**config.mk**
```make
export PLATFORM = sky130hd
export DESIGN_NAME = serial_word_deserializer_flat
export DESIGN_NICKNAME = d
export VERILOG_FILES = /design/src/rtl/serial_word_deserializer_pkg.sv /design/src/rtl/serial_word_deserializer_if.sv /design/src/rtl/serial_word_deserializer_hold.sv /design/src/rtl/serial_word_deserializer.sv /design/src/flat_wrapper.sv
export SDC_FILE = /design/constraint.sdc
export NUM_CORES = 1
export LEC_CHECK = 0
export BUFFER_PORTS_ARGS = -buffer_cell sky130_fd_sc_hd__buf_2
export CAP_MARGIN = 20
export CORE_AREA = 3 3 45 47
export DETAILED_ROUTE_END_ITERATION = 10
export DIE_AREA = 0 0 48 50
export GPL_ROUTABILITY_DRIVEN = 0
export GPL_TIMING_DRIVEN = 0
export SYNTH_ARGS = -nofsm -noshare
export SYNTH_HDL_FRONTEND = slang
export SYNTH_HIERARCHICAL = 1
export SYNTH_SLANG_ARGS = --single-unit
```
**constraint.sdc**
```tcl
create_clock -name clk -period 1.5 [get_ports clk]
set_input_delay 0.15 -clock clk [delete_from_list [all_inputs] [get_ports clk]]
set_output_delay 0.15 -clock clk [all_outputs]
set_load 0.02 [all_outputs]
```
**src/rtl/serial_word_deserializer_pkg.sv**
```systemverilog
`default_nettype none
// ============================================================================
// Module      : serial_word_deserializer_pkg
// Description : Shared direction encoding and FSM state type for the
//               serial word deserializer.
// Revision    : 1.0 - initial release
// ============================================================================
package serial_word_deserializer_pkg;

    // Same encoding as the universal shift register's shift modes.
    localparam logic DIR_SHR = 1'b0;
    localparam logic DIR_SHL = 1'b1;

    typedef enum logic [0:0] {
        ST_IDLE  = 1'b0,
        ST_SHIFT = 1'b1
    } state_t;

endpackage : serial_word_deserializer_pkg
`default_nettype wire

```
**src/rtl/serial_word_deserializer_if.sv**
```systemverilog
`default_nettype none
// ============================================================================
// Module      : serial_word_deserializer_if
// Description : Serial input stream plus parallel word valid/ready output.
// Revision    : 1.0 - initial release
// ============================================================================
interface serial_word_deserializer_if #(
    parameter int WIDTH = 4
);
    logic             sin;
    logic             sin_valid;
    logic             dir;
    logic             abort;
    logic [WIDTH-1:0] word_out;
    logic             word_valid;
    logic             word_ready;
    logic             overrun;
    logic             clr_overrun;
    logic             busy;

    modport master (
        output sin, sin_valid, dir, abort, word_ready, clr_overrun,
        input  word_out, word_valid, overrun, busy
    );

    modport slave (
        input  sin, sin_valid, dir, abort, word_ready, clr_overrun,
        output word_out, word_valid, overrun, busy
    );
endinterface : serial_word_deserializer_if
`default_nettype wire

```
**src/rtl/serial_word_deserializer_hold.sv**
```systemverilog
`default_nettype none
// ============================================================================
// Module      : deser_hold_reg
// Description : Single-entry valid/ready holding register with sticky
//               overrun flag for words that find it occupied.
// Revision    : 1.0 - initial release
// ============================================================================
module deser_hold_reg #(
    parameter int WIDTH = 4
) (
    input  wire logic             clk,
    input  wire logic             rst,
    input  wire logic             load,
    input  wire logic [WIDTH-1:0] load_data,
    input  wire logic             ready,
    input  wire logic             clr_overrun,
    output logic      [WIDTH-1:0] data,
    output logic                  valid,
    output logic                  overrun
);

    logic [WIDTH-1:0] r_data;
    logic             r_valid;
    logic             r_overrun;
    logic             w_xfer;
    logic             w_can_load;

    assign w_xfer     = r_valid & ready;
    // A word leaving this cycle frees the slot for a word arriving this cycle.
    assign w_can_load = ~r_valid | ready;

    always_ff @(posedge clk) begin
        if (rst) begin
            r_data    <= '0;
            r_valid   <= 1'b0;
            r_overrun <= 1'b0;
        end else begin
            if (load && w_can_load) begin
                r_data  <= load_data;
                r_valid <= 1'b1;
            end else if (w_xfer) begin
                r_valid <= 1'b0;
            end

            if (load && !w_can_load) begin
                r_overrun <= 1'b1;
            end else if (clr_overrun) begin
                r_overrun <= 1'b0;
            end
        end
    end

    assign data    = r_data;
    assign valid   = r_valid;
    assign overrun = r_overrun;

endmodule : deser_hold_reg
`default_nettype wire

```
**src/rtl/serial_word_deserializer.sv**
```systemverilog
`default_nettype none
// ============================================================================
// Module      : serial_word_deserializer
// Description : Rebuilds WIDTH-bit words from a serial shift stream in
//               either direction and hands them off through a holding reg.
// Revision    : 1.0 - initial release
// ============================================================================
module serial_word_deserializer
    import serial_word_deserializer_pkg::*;
#(
    parameter int WIDTH = 4,
    parameter int CW    = $clog2(WIDTH)
) (
    input wire logic                  clk,
    input wire logic                  rst,
    serial_word_deserializer_if.slave bus
);

    localparam logic [CW-1:0] C_LAST = CW'(WIDTH - 1);

    state_t           r_state;
    logic [CW-1:0]    r_count;
    logic [WIDTH-1:0] r_sr;
    logic             r_frame_dir;

    logic             w_accept;
    logic             w_dir;
    logic             w_last;
    logic [WIDTH-1:0] w_sr_next;
    logic [WIDTH-1:0] w_hold_data;
    logic             w_hold_valid;
    logic             w_hold_overrun;

    assign w_accept = bus.sin_valid & ~bus.abort;
    // The first bit of a frame uses the live dir; later bits use the latched one.
    assign w_dir    = (r_state == ST_IDLE) ? bus.dir : r_frame_dir;
    assign w_last   = w_accept && (r_count == C_LAST);

    always_comb begin
        w_sr_next = r_sr;
        if (w_dir == DIR_SHR) begin
            w_sr_next = {bus.sin, r_sr[WIDTH-1:1]};
        end else begin
            w_sr_next = {r_sr[WIDTH-2:0], bus.sin};
        end
    end

    always_ff @(posedge clk) begin
        if (rst) begin
            r_state     <= ST_IDLE;
            r_count     <= '0;
            r_sr        <= '0;
            r_frame_dir <= DIR_SHR;
        end else if (bus.abort) begin
            r_state <= ST_IDLE;
            r_count <= '0;
        end else if (bus.sin_valid) begin
            r_sr <= w_sr_next;
            if (r_state == ST_IDLE) begin
                r_frame_dir <= bus.dir;
            end
            if (w_last) begin
                r_state <= ST_IDLE;
                r_count <= '0;
            end else begin
                r_state <= ST_SHIFT;
                r_count <= r_count + CW'(1);
            end
        end
    end

    deser_hold_reg #(
        .WIDTH(WIDTH)
    ) u_hold (
        .clk         (clk),
        .rst         (rst),
        .load        (w_last),
        .load_data   (w_sr_next),
        .ready       (bus.word_ready),
        .clr_overrun (bus.clr_overrun),
        .data        (w_hold_data),
        .valid       (w_hold_valid),
        .overrun     (w_hold_overrun)
    );

    assign bus.word_out   = w_hold_data;
    assign bus.word_valid = w_hold_valid;
    assign bus.overrun    = w_hold_overrun;
    assign bus.busy       = (r_state == ST_SHIFT);

endmodule : serial_word_deserializer
`default_nettype wire

```
**src/flat_wrapper.sv**
```systemverilog
// flat-port wrapper written by rule: the top's interface ports become plain ports
module serial_word_deserializer_flat import serial_word_deserializer_pkg::*;
#(
    parameter int WIDTH = 4,
    parameter int CW    = $clog2(WIDTH)
)
  (clk, rst, bus_sin, bus_sin_valid, bus_dir, bus_abort, bus_word_ready, bus_clr_overrun, bus_word_out, bus_word_valid, bus_overrun, bus_busy);
  serial_word_deserializer_if #(.WIDTH(WIDTH)) bus_i ();
  input wire logic clk;
  input wire logic rst;
  input wire logic [$bits(bus_i.sin)-1:0] bus_sin;
  input wire logic [$bits(bus_i.sin_valid)-1:0] bus_sin_valid;
  input wire logic [$bits(bus_i.dir)-1:0] bus_dir;
  input wire logic [$bits(bus_i.abort)-1:0] bus_abort;
  input wire logic [$bits(bus_i.word_ready)-1:0] bus_word_ready;
  input wire logic [$bits(bus_i.clr_overrun)-1:0] bus_clr_overrun;
  output wire logic [$bits(bus_i.word_out)-1:0] bus_word_out;
  output wire logic [$bits(bus_i.word_valid)-1:0] bus_word_valid;
  output wire logic [$bits(bus_i.overrun)-1:0] bus_overrun;
  output wire logic [$bits(bus_i.busy)-1:0] bus_busy;
  assign bus_i.sin = bus_sin;
  assign bus_i.sin_valid = bus_sin_valid;
  assign bus_i.dir = bus_dir;
  assign bus_i.abort = bus_abort;
  assign bus_i.word_ready = bus_word_ready;
  assign bus_i.clr_overrun = bus_clr_overrun;
  assign bus_word_out = bus_i.word_out;
  assign bus_word_valid = bus_i.word_valid;
  assign bus_overrun = bus_i.overrun;
  assign bus_busy = bus_i.busy;
  serial_word_deserializer #(.WIDTH(WIDTH), .CW(CW)) u_core (.clk(clk), .rst(rst), .bus(bus_i));
endmodule
```
==> results of run 1 <==
==> layout by cell type (no fill, tap or decap), drive strengths merged <==
cell type / n
ha: 1
nor2b: 3
dfxtp: 14
nor2: 10
and2: 1
a2111oi: 1
buf: 15
inv: 4
a21oi: 1
a211oi: 5
nor3: 2
mux2i: 11
clkbuf: 5
and2b: 1
nand2b: 8
==> routing by layer <==
layer / vias to the layer above / wire length, um
met5: - / 0
met3: 0 / 79
li1: 252 / -
met4: 0 / 0
met1: 214 / 548
met2: 12 / 467
==> final timing paths <==
| path | from | end | slack (ns) | cells past startpoint |
|---|---|---|---|---|
| worst max-delay path | u_core/bus.busy | u_core/u_hold/data[2] | 0.13 | 5 |
| worst min-delay path | bus_abort | u_core/r_count[0] | 0.08 | 2 |
| worst max register to register | u_core/bus.busy | u_core/u_hold/data[2] | 0.13 | 5 |
| worst min register to register | u_core/u_hold/data[0] | u_core/u_hold/data[0] | 0.47 | 2 |
==> cells by family (layout without fill, tap and decap cells) <==
group,Yosys count,count (layout),share of synthesized area (%)
flip-flops,14,14,43.41
multiplexers,11,11,18.99
adder cells (fa/ha/maj),1,1,1.938
buffers and inverters,8,24,6.007
AO/OA/AOI/OAI,7,7,7.946
AND/OR/NAND/NOR,25,25,21.71
==> power groups by stage <==
| stage | Sequential, mW | Combinational (mW) | Clock (mW) |
|---|---|---|---|
| after detailed placement | 0.402 | 0.0766 | 0 |
| after global placement | 0.401 | 0.0746 | 0 |
| after global routing | 0.394 | 0.0855 | 0.229 |
| after CTS | 0.393 | 0.0768 | 0.218 |
| after floorplan | 0.401 | 0.0524 | 0 |
| final | 0.393 | 0.0760 | 0.205 |
==> registers in the layout (all words and copies together) (netlist names) <==
name and cells:
u_core/bus.busy 1, u_core/u_hold/data 4, u_core/u_hold/overrun 1, u_core/r_count 2, u_core/r_frame_dir 1, u_core/u_hold/valid 1, u_core/r_sr 4
==> metrics by stage <==
stage | instances | setup WS, ns | hold WS, ns
3_5_place_dp | 96 | 0.1037 | 0.3659
5_1_grt | 99 | 0.02690 | 0.07853
3_3_place_gp | 96 | 0.1183 | 0.3669
2_1_floorplan | 66 | 0.1241 | 0.2293
6_report | 99 | 0.1268 | 0.07745
4_1_cts | 99 | 0.1022 | 0.06539
==> final cells by class <==
cell class / count / area, um2
fill: 179 / 934.6
multi-input combinational: 44 / 326.6
inverter: 4 / 15.01
timing repair buffer: 13 / 65.06
sequential: 14 / 280.3
clock buffer: 3 / 22.52
tap: 17 / 21.27
buffer: 4 / 23.77
==> critical path, stage by stage, from the launching register on <==
cell      delay (ns)
dfxtp_1         0.41
mux2i_4         0.35
mux2i_1         0.29
inv_1           0.06
nand2b_1        0.07
mux2i_1         0.07
==> results.json, run 1 <==
{
  "die-width_um": 48,
  "cp-start-kind": "flop",
  "fmax_mhz": 728.2,
  "rows": 15,
  "first_iter_violations": 7,
  "p_clk_share_pct": 30.4,
  "via_per_inst": 4.828,
  "setup-tns-final_ns": 0,
  "post_drt_wl_per_cell_um": 11.06,
  "wirelength_um": 1095,
  "antenna_found_initial": 0,
  "power_leakage_nw": 0.3436,
  "status": "finished, final reports clean",
  "hold_buffers": 0,
  "rsz0062_at_grt": "no",
  "hp-class": "in2reg",
  "max-clock-path-buffers": 2,
  "met1_usage_pct": 14.54,
  "htreeDepth": 1,
  "drive_above_1_share_pct": 25.61,
  "gr-total-overflow": 0,
  "cts_buffers": 3,
  "critPathKind": "reg2reg",
  "num_antenna_cells": 0,
  "synth_edf_count": 0,
  "grt_pass1_vias": 450,
  "swShare_pct": 23.90,
  "use_met3_pct": 6.569,
  "syn_avg_cell_area_um2": 9.782,
  "dpl.hpwl_um": 837.4,
  "dominantRegCellSynth": "dfxtp_1",
  "port_buffers": 13,
  "syn_area_um2": 645.6,
  "synth_cell_types": 19,
  "clk_latency_ns": 0.27,
  "internal_power_mw": 0.5124,
  "power_frac_comb_pct": 11.3,
  "crit_path_end_kind": "flop",
  "finalPower_mw": 0.6733,
  "skew_ns": 0.004039,
  "die_h_um": 50,
  "yosys.area.top_type_share_pct": 43.41,
  "peakVddDrop_v": 0.0005965,
  "drcViolationCount": 0,
  "dr.pass1.iters": 4,
  "netlist_top_cells_count": "dfxtp_1, mux2i_1, nor2_1",
  "synth-async-reset-ratio_pct": 0,
  "final_hold_viol_count": 0,
  "synth.most_common_cell": "dfxtp_1",
  "post-cts-setup-buffers": 0,
  "pwr-share-seq_pct": 58.3,
  "syn_to_final_growth_pct": 16.86,
  "die_area_um2": 2400,
  "synth_warnings": 6,
  "cts_tree": "done",
  "drv_cap": 0,
  "vias": 478,
  "clock_sinks": 14,
  "start_util_pct": 38.22,
  "utilization_pct": 44.67,
  "grt_max_degree": 11,
  "antenna_left": 0,
  "core_area_um2": 1689,
  "synth_seq_cells": 14,
  "period_share_pct": 91.54,
  "setup_viol": 0,
  "grt.total_usage_pct": 10.76,
  "worst_pin_slew_ns": 0.3819,
  "seq_area_frac_synth_pct": 43.41,
  "maxSlewHeadroom_pct": 73.88,
  "root_buffer": "clkbuf_4",
  "yosys.area.top_type": "dfxtp_1",
  "met2_usage_pct": 14.32,
  "power-per-cell-area_nw_per_um2": 892.5,
  "cts_resized": 0,
  "maxSlewViolCount": 0,
  "crit_fanout": 5,
  "power_switching_mw": 0.1609,
  "syn_nets": 75,
  "nNetsFinal": 93,
  "io_pins": 15,
  "place_area_um2": 732.0,
  "design_area_um2": 754.5,
  "crit_arrival_ns": 1.54,
  "grt_pass1_wl_um": 1835,
  "top_usage_layer": "met1",
  "layout_min_cycle_time_ns": 1.373,
  "synth_area_leaders": "dfxtp_1, mux2i_1, nand2b_1, a211oi_1, nor2_1",
  "required_ns": 1.66,
  "synth_cells": 66,
  "path_clk_slew_ns": 0.08
}
Note: power is estimated with default switching activity, not from simulation.
==> run 2: changes to the inputs <==
Clock period 1.5 ns to 1.2 ns, I/O delays scaled along.
==> run 2 against run 1 <==
Against the previous run: the run now ends with negative setup slack left; maximum frequency increased by 4.9%; register-to-register slack lost 0.24 ns; clock power rose by 33%; power grew 29%; critical path depth fell by 1; clock-buffer cell count rose by 1; hold slack got worse by 0.046 ns; utilization is 2.2 points higher; flip-flop and latch count stayed put; sequential share of layout area shrank 1.1 points; cell area increased by 5.0%; largest power group unchanged.
==> results.json, run 2 (same netlist as run 1, synthesis figures left out) <==
{
  "clk_latency_ns": 0.27,
  "skew_ns": 0.003697,
  "max-clock-path-buffers": 2,
  "htreeDepth": 1,
  "antenna_left": 0,
  "cts_tree": "done",
  "crit_arrival_ns": 1.46,
  "layout_min_cycle_time_ns": 1.309,
  "maxSlewViolCount": 0,
  "crit_path_end_kind": "flop",
  "final_hold_viol_count": 0,
  "num_antenna_cells": 0,
  "nNetsFinal": 95,
  "final_cell_mix": "buf_2, dfxtp_1, nor2_1",
  "gr-total-overflow": 0,
  "rsz0062_at_grt": "yes",
  "clock_sinks": 14,
  "met2_usage_pct": 13.88,
  "path_clk_slew_ns": 0.08,
  "die_area_um2": 2400,
  "setup-tns-final_ns": -0.4309,
  "hp-start": "bus_abort",
  "drcViolationCount": 0,
  "worst-r2r-cell-count": 4,
  "port_buffers": 13,
  "vias": 509,
  "hp-class": "in2reg",
  "syn_to_final_growth_pct": 22.67,
  "peakVddDrop_v": 0.0005717,
  "fin_ws_ns": -0.1089,
  "post_drt_wl_per_cell_um": 11.00,
  "crit_fanout": 5,
  "hold_buffers": 0,
  "die-width_um": 48,
  "drv_cap": 0,
  "top_usage_layer": "met1",
  "wirelength_um": 1122,
  "drive_above_1_share_pct": 34.12,
  "place_inst": 96,
  "final_cells": 102,
  "first_iter_violations": 3,
  "grt.total_usage_pct": 10.69,
  "status": "complete, but fails checks",
  "cp-start-kind": "flop",
  "grt_pass1_wl_um": 1752,
  "core_area_um2": 1689,
  "root_buffer": "clkbuf_4",
  "use_met3_pct": 4.380,
  "met1_usage_pct": 14.10,
  "r2r_start": "u_core/bus.busy",
  "min_delay_worst_endpoint": "u_core/r_count[0]",
  "fmax_mhz": 764.0,
  "die_h_um": 50,
  "power_leakage_nw": 0.3524,
  "setup_viol": 6,
  "antenna_found_initial": 0,
  "finalPower_mw": 0.8705,
  "worst_hold_slack_ns": 0.03187,
  "worst_pin_slew_ns": 0.3697,
  "reg2reg_slack_ns": -0.11,
  "dr.pass1.iters": 4,
  "required_ns": 1.35,
  "via_per_inst": 4.990,
  "rows": 15,
  "violations": "negative setup slack",
  "grt_max_degree": 11,
  "layout_commonest_cell": "buf_2",
  "maxSlewHeadroom_pct": 75.36,
  "cts_buffers": 3,
  "critPathKind": "reg2reg",
  "io_pins": 15,
  "power-per-cell-area_nw_per_um2": 1099,
  "grt_pass1_vias": 413,
  "dpl.hpwl_um": 818,
  "utilization_pct": 46.89,
  "period_share_pct": 109.1,
  "start_util_pct": 38.22,
  "r2r_end": "u_core/r_sr[0]",
  "hold_depth": 2
}
-- run 2: changes by cell type in the layout (fill, tap and decap cells not counted), sizes merged --
cell / previous run / this run
clkbuf: 5 / 6
buf: 15 / 17
-- run 2: area by class of cell --
class	instances	area [um2]
plain buffers	4	23.77
clock buffers	4	26.28
fillers	164	897.1
inverters	4	15.01
multi-input cells	44	340.3
flip-flops and latches	14	285.3
well taps	17	21.27
repair buffers	15	80.08
-- run 2: per-layer routing --
| metal | up-vias | part of all wire [%] |
|---|---|---|
| met5 | - | 0 |
| met1 | 238 | 45 |
| met3 | 2 | 5.6 |
| met2 | 12 | 48 |
| li1 | 257 | - |
| met4 | 0 | 0.53 |
-- run 2: metrics by stage --
step / setup slack [ns] / cell area [um2]
4_1_cts: -0.07466 / 773.2
2_1_floorplan: -0.01385 / 649.4
6_report: -0.1089 / 792.0
3_3_place_gp: -0.1622 / 735.7
3_5_place_dp: -0.1533 / 735.7
5_1_grt: -0.2148 / 792.0
-- run 2: repair_timing --
item                                    in CTS  in global routing
pin swaps                                    0                  1
setup buffers                                1                  1
endpoints found under the setup margin       4                  8
cloned                                       0                  0
resized for setup                            2                  3
-- run 2: how the worst max path moves through the flow --
stage	from	cells past startpoint	slack (ns)	to
after CTS	u_core/bus.busy	5	-0.07	u_core/u_hold/data[2]
after global routing	u_core/bus.busy	5	-0.21	u_core/u_hold/data[0]
after floorplan	u_core/bus.busy	5	-0.01	u_core/u_hold/data[3]
after global placement	bus_abort	7	-0.16	u_core/u_hold/data[1]
final	u_core/bus.busy	4	-0.11	u_core/r_sr[0]
after detailed placement	bus_abort	7	-0.15	u_core/u_hold/data[0]
-- run 2: worst max-delay path, stage by stage (launching register included) --
cell,delay (ns)
dfxtp_4,0.37
mux2i_4,0.33
mux2i_1,0.29
buf_4,0.15
a211oi_2,0.05
-- run 2: power by group --
group          internal [mW]  switching (mW)
logic                 0.0534          0.0540
registers              0.478          0.0120
clock network          0.129           0.144
